## src/rtl/uart_frame_assembler.sv

```systemverilog
// uart_frame_assembler
//   Collects a fixed-length frame of UART bytes that starts with the two-byte
//   header HEADER0 HEADER1. The header bytes are kept in the frame. Each
//   completed frame is presented on oData with a single-cycle oDataValid strobe.
//   A partial frame is dropped if the gap between bytes becomes too long, and
//   oTimeout then pulses for one cycle.
//
// Ports
//   iClk        clock; all logic runs on its rising edge
//   iRst_n      asynchronous active-low reset
//   iByte       received byte
//   iByteValid  one-cycle strobe that qualifies iByte
//   oData       last completed frame; the first byte is at the MSBs
//   oDataValid  one-cycle strobe, one cycle after the final byte of a frame
//   oBusy       high while a header or payload is being collected
//   oTimeout    one-cycle strobe when a partial frame is aborted
module uart_frame_assembler #(
  parameter int unsigned PACKAGE_SIZE   = 16,
  parameter int unsigned STREAM_SIZE    = 128,
  parameter logic [7:0]  HEADER0        = 8'hFF,
  parameter logic [7:0]  HEADER1        = 8'hFA,
  parameter int unsigned TIMEOUT_CYCLES = 50000
) (
  input  logic                   iClk,
  input  logic                   iRst_n,
  input  logic [7:0]             iByte,
  input  logic                   iByteValid,
  output logic [STREAM_SIZE-1:0] oData,
  output logic                   oDataValid,
  output logic                   oBusy,
  output logic                   oTimeout
);

  localparam int unsigned CW = $clog2(PACKAGE_SIZE);
  localparam int unsigned TW = $clog2(TIMEOUT_CYCLES + 1);
  localparam logic [CW-1:0] LAST_IDX = CW'(PACKAGE_SIZE - 1);
  localparam logic [TW-1:0] TMAX     = TW'(TIMEOUT_CYCLES);

  typedef enum logic [1:0] {
    IDLE    = 2'd0,
    HDR     = 2'd1,
    PAYLOAD = 2'd2
  } state_t;

  state_t                 state;
  logic [CW-1:0]          byte_cnt;
  logic [TW-1:0]          idle_cnt;
  logic [STREAM_SIZE-1:0] shift_reg;
  logic [STREAM_SIZE-1:0] shift_nxt;

  // The shift register holds the most recent accepted bytes. When the frame
  // completes, it holds exactly the PACKAGE_SIZE frame bytes. Any older bytes,
  // such as a redundant HEADER0 seen during resync, have been shifted out.
  assign shift_nxt = {shift_reg[STREAM_SIZE-9:0], iByte};

  always_ff @(posedge iClk or negedge iRst_n) begin
    if (!iRst_n) begin
      state      <= IDLE;
      byte_cnt   <= '0;
      idle_cnt   <= '0;
      shift_reg  <= '0;
      oData      <= '0;
      oDataValid <= 1'b0;
      oBusy      <= 1'b0;
      oTimeout   <= 1'b0;
    end else begin
      oDataValid <= 1'b0;
      oTimeout   <= 1'b0;

      if (iByteValid) begin
        idle_cnt <= '0;
      end else if (state != IDLE && idle_cnt != TMAX) begin
        idle_cnt <= idle_cnt + TW'(1);
      end

      // A byte strobe takes priority over a timeout in the same cycle.
      if (iByteValid) begin
        unique case (state)
          IDLE: begin
            if (iByte == HEADER0) begin
              shift_reg <= shift_nxt;
              state     <= HDR;
              oBusy     <= 1'b1;
            end
          end
          HDR: begin
            shift_reg <= shift_nxt;
            if (iByte == HEADER1) begin
              state    <= PAYLOAD;
              byte_cnt <= CW'(2);
            end else if (iByte != HEADER0) begin
              state <= IDLE;
              oBusy <= 1'b0;
            end
          end
          PAYLOAD: begin
            shift_reg <= shift_nxt;
            if (byte_cnt == LAST_IDX) begin
              oData      <= shift_nxt;
              oDataValid <= 1'b1;
              state      <= IDLE;
              oBusy      <= 1'b0;
              byte_cnt   <= '0;
            end else begin
              byte_cnt <= byte_cnt + CW'(1);
            end
          end
          default: begin
            state <= IDLE;
            oBusy <= 1'b0;
          end
        endcase
      end else if (state != IDLE && idle_cnt == TMAX) begin
        state    <= IDLE;
        oBusy    <= 1'b0;
        oTimeout <= 1'b1;
        byte_cnt <= '0;
      end
    end
  end

endmodule

```

## config.mk

```make
export PLATFORM = sky130hd
export DESIGN_NAME = uart_frame_assembler
export DESIGN_NICKNAME = d
export VERILOG_FILES = /design/src/rtl/uart_frame_assembler.sv
export SDC_FILE = /design/constraint.sdc
export NUM_CORES = 1
export LEC_CHECK = 0
export ABC_AREA = 0
export CELL_PAD_IN_SITES_DETAIL_PLACEMENT = 1
export CELL_PAD_IN_SITES_GLOBAL_PLACEMENT = 2
export CORE_MARGIN = 3
export CORE_UTILIZATION = 42
export CTS_CLUSTER_SIZE = 16
export DETAILED_ROUTE_END_ITERATION = 6
export GPL_TIMING_DRIVEN = 1
export HOLD_SLACK_MARGIN = 0.06
export PLACE_DENSITY_LB_ADDON = 0.1
export SLEW_MARGIN = 15
export SYNTH_ARGS = -nofsm -noshare
export SYNTH_HDL_FRONTEND = slang
export SYNTH_SLANG_ARGS = --single-unit
```

## constraint.sdc

```tcl
create_clock -name iClk -period 4.7 [get_ports iClk]
set_input_delay 0.94 -clock iClk [delete_from_list [all_inputs] [get_ports iClk]]
set_output_delay 0.94 -clock iClk [all_outputs]
set_load 0.02 [all_outputs]
```

## After elaboration in Yosys (flattened, before gate mapping)

Index checks and enable logic that the tools add are counted.

| storage, ports and cells | value |
|---|---|
| register bits after elaboration | 273 |
| output and inout bits | 131 |
| input bits | 11 |

| cells by class | value |
|---|---|
| add/sub/neg operators | 2 |
| equality and inequality tests | 16 |
| reductions and logical operators | 13 |
| mux-type cells | 28 |

Operator list:

| kind | count |
|---|---|
| one-hot mux 120 bit (2 select lines) | 1 |
| 2-to-1 mux 120 bit | 1 |
| 2-to-1 mux 16 bit | 2 |
| adder 16 x 1 -> 16 bit, second input constant | 1 |
| equality test 16 bit, second input constant | 1 |
| equality test 8 bit, second input constant | 2 |
| 2-to-1 mux 4 bit | 4 |
| != test 16 bit, second input constant | 1 |
| != test 3 bit, second input constant | 5 |
| 2-to-1 mux 2 bit | 6 |
| 2-to-1 mux 1 bit | 11 |
| AND reduction 3 bit | 3 |
| != test 8 bit, second input constant | 1 |
| one-hot mux 4 bit (2 select lines) | 1 |
| nonzero test 2 bit | 4 |
| one-hot mux 2 bit (3 select lines) | 1 |
| AND reduction 5 bit | 1 |
| adder 4 x 1 -> 4 bit, second input constant | 1 |
| equality test 4 bit, second input constant | 1 |
| != test 4 bit, second input constant | 1 |
| AND reduction 4 bit | 1 |
| != test 3 x 1 -> 1 bit, second input constant | 1 |
| one-hot mux 1 bit (3 select lines) | 1 |
| equality test 2 x 1 -> 1 bit, second input constant | 1 |
| other kinds (5) | 6 |

## Longest topological paths before layout

| depth | value |
|---|---|
| depth after elaboration | 5 |
| depth in mapped cells | 8 |

## Worst setup path after synthesis

OpenSTA, ideal clock, no wires.

| path | value |
|---|---|
| kind | input-to-reg |
| start | input port iByte[4] |
| end | register shift_reg[100] |
| library setup time | 125 ps |
| arrival | 2185 ps |
| cell stages on the path | 7 |
| setup slack | 2390 ps |
| cells stage by stage | nand4_1 > nor3_1 > mux2_2 > nand2_1 > buf_2 > buf_2 > mux2_2 |

| on the way | value |
|---|---|
| word-level cells in the longest chain between the ends | 3 |

Ends and longest elaborated chain:

| element | line | source |
|---|---|---|
| start: declaration | 26 | `input logic [7:0] iByte,` |
| equality test 8 bit | 80 | `if (iByte == HEADER0) begin` |
| != test 2 bit (no line) | - |  |
| AND reduction 3 bit (no line) | - |  |
| end signal: assignment | 81 | `shift_reg <= shift_nxt;` |
| end signal: assignment | 87 | `shift_reg <= shift_nxt;` |
| end signal: assignment | 97 | `shift_reg <= shift_nxt;` |
| end: declaration | 48 | `logic [STREAM_SIZE-1:0] shift_reg;` |

Every way passes these cells.
A chain may end at the register's enable or synchronous reset.

## Final worst setup path

| path | value |
|---|---|
| start | input port iByte[1] |
| end | register shift_reg[5] |

Same word-level chain as after synthesis.

==> impl_metrics.yaml <==
synthesis:
  synth_nets: 696
  synth_top_family_by_area: "multiplexers"
  synth_xor_area_share_pct: 1.15
  synthTopCellsByArea: "dfrtp_1 64%, mux2_2 26%, buf_2 1.2%"
  yosysMostFrequentCell: "dfrtp_1"
  synth_common_cells: "273 x dfrtp_1, 250 x mux2_2, 26 x buf_2"
  synth_seq_area_share_pct: 64.2
  synth_cell_type_count: 47
  ys_ff_latch: 273
  synth_fa_ha_area_share_pct: 0.706
  synth_cells: 679
  async_flop_share_pct: 100
  yosys.area.top_type: "dfrtp_1"
  synth_compound_area_share_pct: 1.96
  yosys.area_share.simple_pct: 3.51
  dominantRegCellSynth: "dfrtp_1"
  synth_edf_count: 0
  synthMuxAreaShare_pct: 26.6
  avgSynthCellArea_sq_um: 15.7
  netlist.area_leader.share_pct: 64.2
  synth-warning-count: 0
  syn_area_sq_um: 10600
setup_path:
  regToRegSetupSlack_ns: 1.99
  critPathBufInv: 2
  worstPathRequired_ns: 5.11
  regToRegEndpoint: "shift_reg[5]"
  path_cells: "clkdlybuf4s50_1, nand4_1, nor3_1, mux2_2, nand2_4, buf_12, mux2_2"
  path_common_cell: "mux2_2"
  crit_fanout: 73
  worstReg2RegStart: "state[1]"
  worstRegToRegCells: 6
  cp-start-kind: "input port"
  cpPeakStageDelay_ns: 0.48
  cp_top_family: "buffers and inverters"
  worstSetupPathType: "input port to flip-flop"
  cp_slowest_cell: "clkdlybuf4s50_1"
  cp-end-kind: "flip-flop"
  cp.arrival_ns: 3.20
finish:
  multi_input_comb_area_sq_um: 3630
  final_util_pct: 54.4
  fillerInstances: 2360
  nets: 845
  drive_gt1_share_pct: 37.4
  largest_reg_flops: 128
  fin_area_sq_um: 13400
  stdcell_count: 1175
  seq_area_sq_um: 6830
  syn2layout_area_growth_pct: 25.8
  insertedDiodeCount: 0
floorplan:
  die-area_sq_um: 27300
  core_sq_um: 24600
  initial_utilization_pct: 43.2
  die_h_um: 165
  io_pins: 142
  chipWidth_um: 165
  num_rows: 57
min_path:
  hold_class: "input port to async pin"
clock_network:
  cts_sinks: 273
  post-cts-setup-buffers: 0
  h-tree-depth: 1
  insertion_delay_ns: 0.53
  cts_tree: "built"
  cts-root-buf: "clkbuf_16"
  cts_resized: 0
  clk_pin_slew_ns: 0.06
  cts_made_buffers: 29
  cts_buffer_depth: 3
  cts-hold-fix-buffers: 0
placement:
  gp_congestion: 0.753
  dp.cells: 1121
  dp_hpwl_mm: 14.6
  place_area_sq_um: 12400
  io_buffers: 141
grt:
  grt_remaining_overflow: 0
  grt_pass1_wl_mm: 36.2
  grtUsageTotal_pct: 16.5
  grt_max_degree: 130
  grt_pass1_vias: 6568
  antenna_found_initial: 0
sta:
  report.final.slew_viol_count: 0
  hold_violations: 0
  setup_violations: 0
  worstMarginPinSlew_ns: 1.00
  final.setup.tns_ns: 0
  fin_crit_ns: 2.78
  slew-limit-headroom_pct: 33.0
  rsz0062_at_grt: "false"
  skew_ns: 0.00607
  finalCritPeriodShare_pct: 59.2
  fmax_ghz: 0.359
route:
  firstDrtPassIters: 4
  drc: 0
  drt_iter0_drc: 298
  post_drt_via_cell_ratio: 5.11
  routedWlPerCell_um: 18.9
  postRouteWirelength_mm: 22.3
  ant_nets: 0
  dr_total_vias: 5999
power:
  p_switching_mw: 1.85
  swShare_pct: 27.3
  p_int_mw: 4.93
  vdd_drop_max_mv: 0.249
  clockPowerShare_pct: 33.0
  leakagePower_nw: 6.30
  power_frac_comb_pct: 19.6
  seqPwrFrac_pct: 47.4
  powerDensity_nw_per_um2: 507
status:
  status: "completed"
job:
  cap_violations: 0
kinds of logic after synthesis:
family                     count (synthesis)
DFF                                      273
muxes                                    251
and+or+nand+nor                           67
buffers and inverters                     41
AOI/OAI and AO/OA                         27
xor gates and xnor gates                  14
adders and majority gates                  6
routing by layer:
| metal | GRT usage [%] | part of all wire, % | up-vias | wire length, um |
|---|---|---|---|---|
| met2 | 28.1 | 50 | 116 | 11100 |
| met1 | 22.0 | 44 | 3137 | 9790 |
| met4 | 3.16 | 1.1 | 0 | 240 |
| li1 | - | - | 2726 | - |
| met5 | 0 | 0 | - | 0 |
| met3 | 3.64 | 4.9 | 20 | 1090 |
worst max path at each step:
stage | startpoint | endpoint | slack (ns) | cells past startpoint
final | iByte[1] | shift_reg[5] | 1.92 | 7
after detailed placement | iByte[1] | shift_reg[36] | 1.35 | 7
after global placement | iByte[1] | shift_reg[5] | 1.39 | 7
after CTS | iByte[1] | shift_reg[36] | 1.90 | 7
after floorplan | iByte[4] | shift_reg[100] | 2.39 | 7
after global routing | iByte[1] | shift_reg[23] | 1.78 | 7
layout by cell type, fill, tap and decap left out, types with 6 or more instances in the layout:
cell	netlist	routed
nand4_1	6	6
mux2_2	250	250
dfrtp_1	273	273
buf_4	1	7
ha_1	6	6
inv_1	8	8
clkdlybuf4s50_1	0	140
clkbuf_16	0	29
nand3_1	9	9
nor2_1	18	17
clkbuf_8	0	7
clkbuf_1	3	9
xnor2_1	13	13
nand2_1	13	12
layout make-up:
cell class,count,share of cell area [%]
Sequential cell,273,51.1
Multi-Input combinational cell,365,27.1
Timing Repair Buffer,151,11.4
Clock buffer,45,6.40
Tap cell,324,3.03
Clock inverter,9,0.758
Inverter,8,0.224
through the flow:
step	hold WS, ns	setup WS [ns]	total power [mW]
after floorplan	0.474	2.39	4.10
after global placement	0.487	1.39	4.53
after detailed placement	0.492	1.35	4.62
after CTS	0.506	1.90	6.91
after global routing	0.520	1.78	7.19
final	0.492	1.92	6.79
power by group through the flow:
stage / Clock [mW] / Sequential, mW / Combinational (mW)
4_1_cts: 2.32 / 3.23 / 1.36
3_5_place_dp: 0 / 3.27 / 1.35
5_1_grt: 2.43 / 3.30 / 1.46
2_1_floorplan: 0 / 3.15 / 0.956
3_3_place_gp: 0 / 3.24 / 1.30
6_report: 2.24 / 3.22 / 1.33
Note: power is estimated with default switching activity, not from simulation.
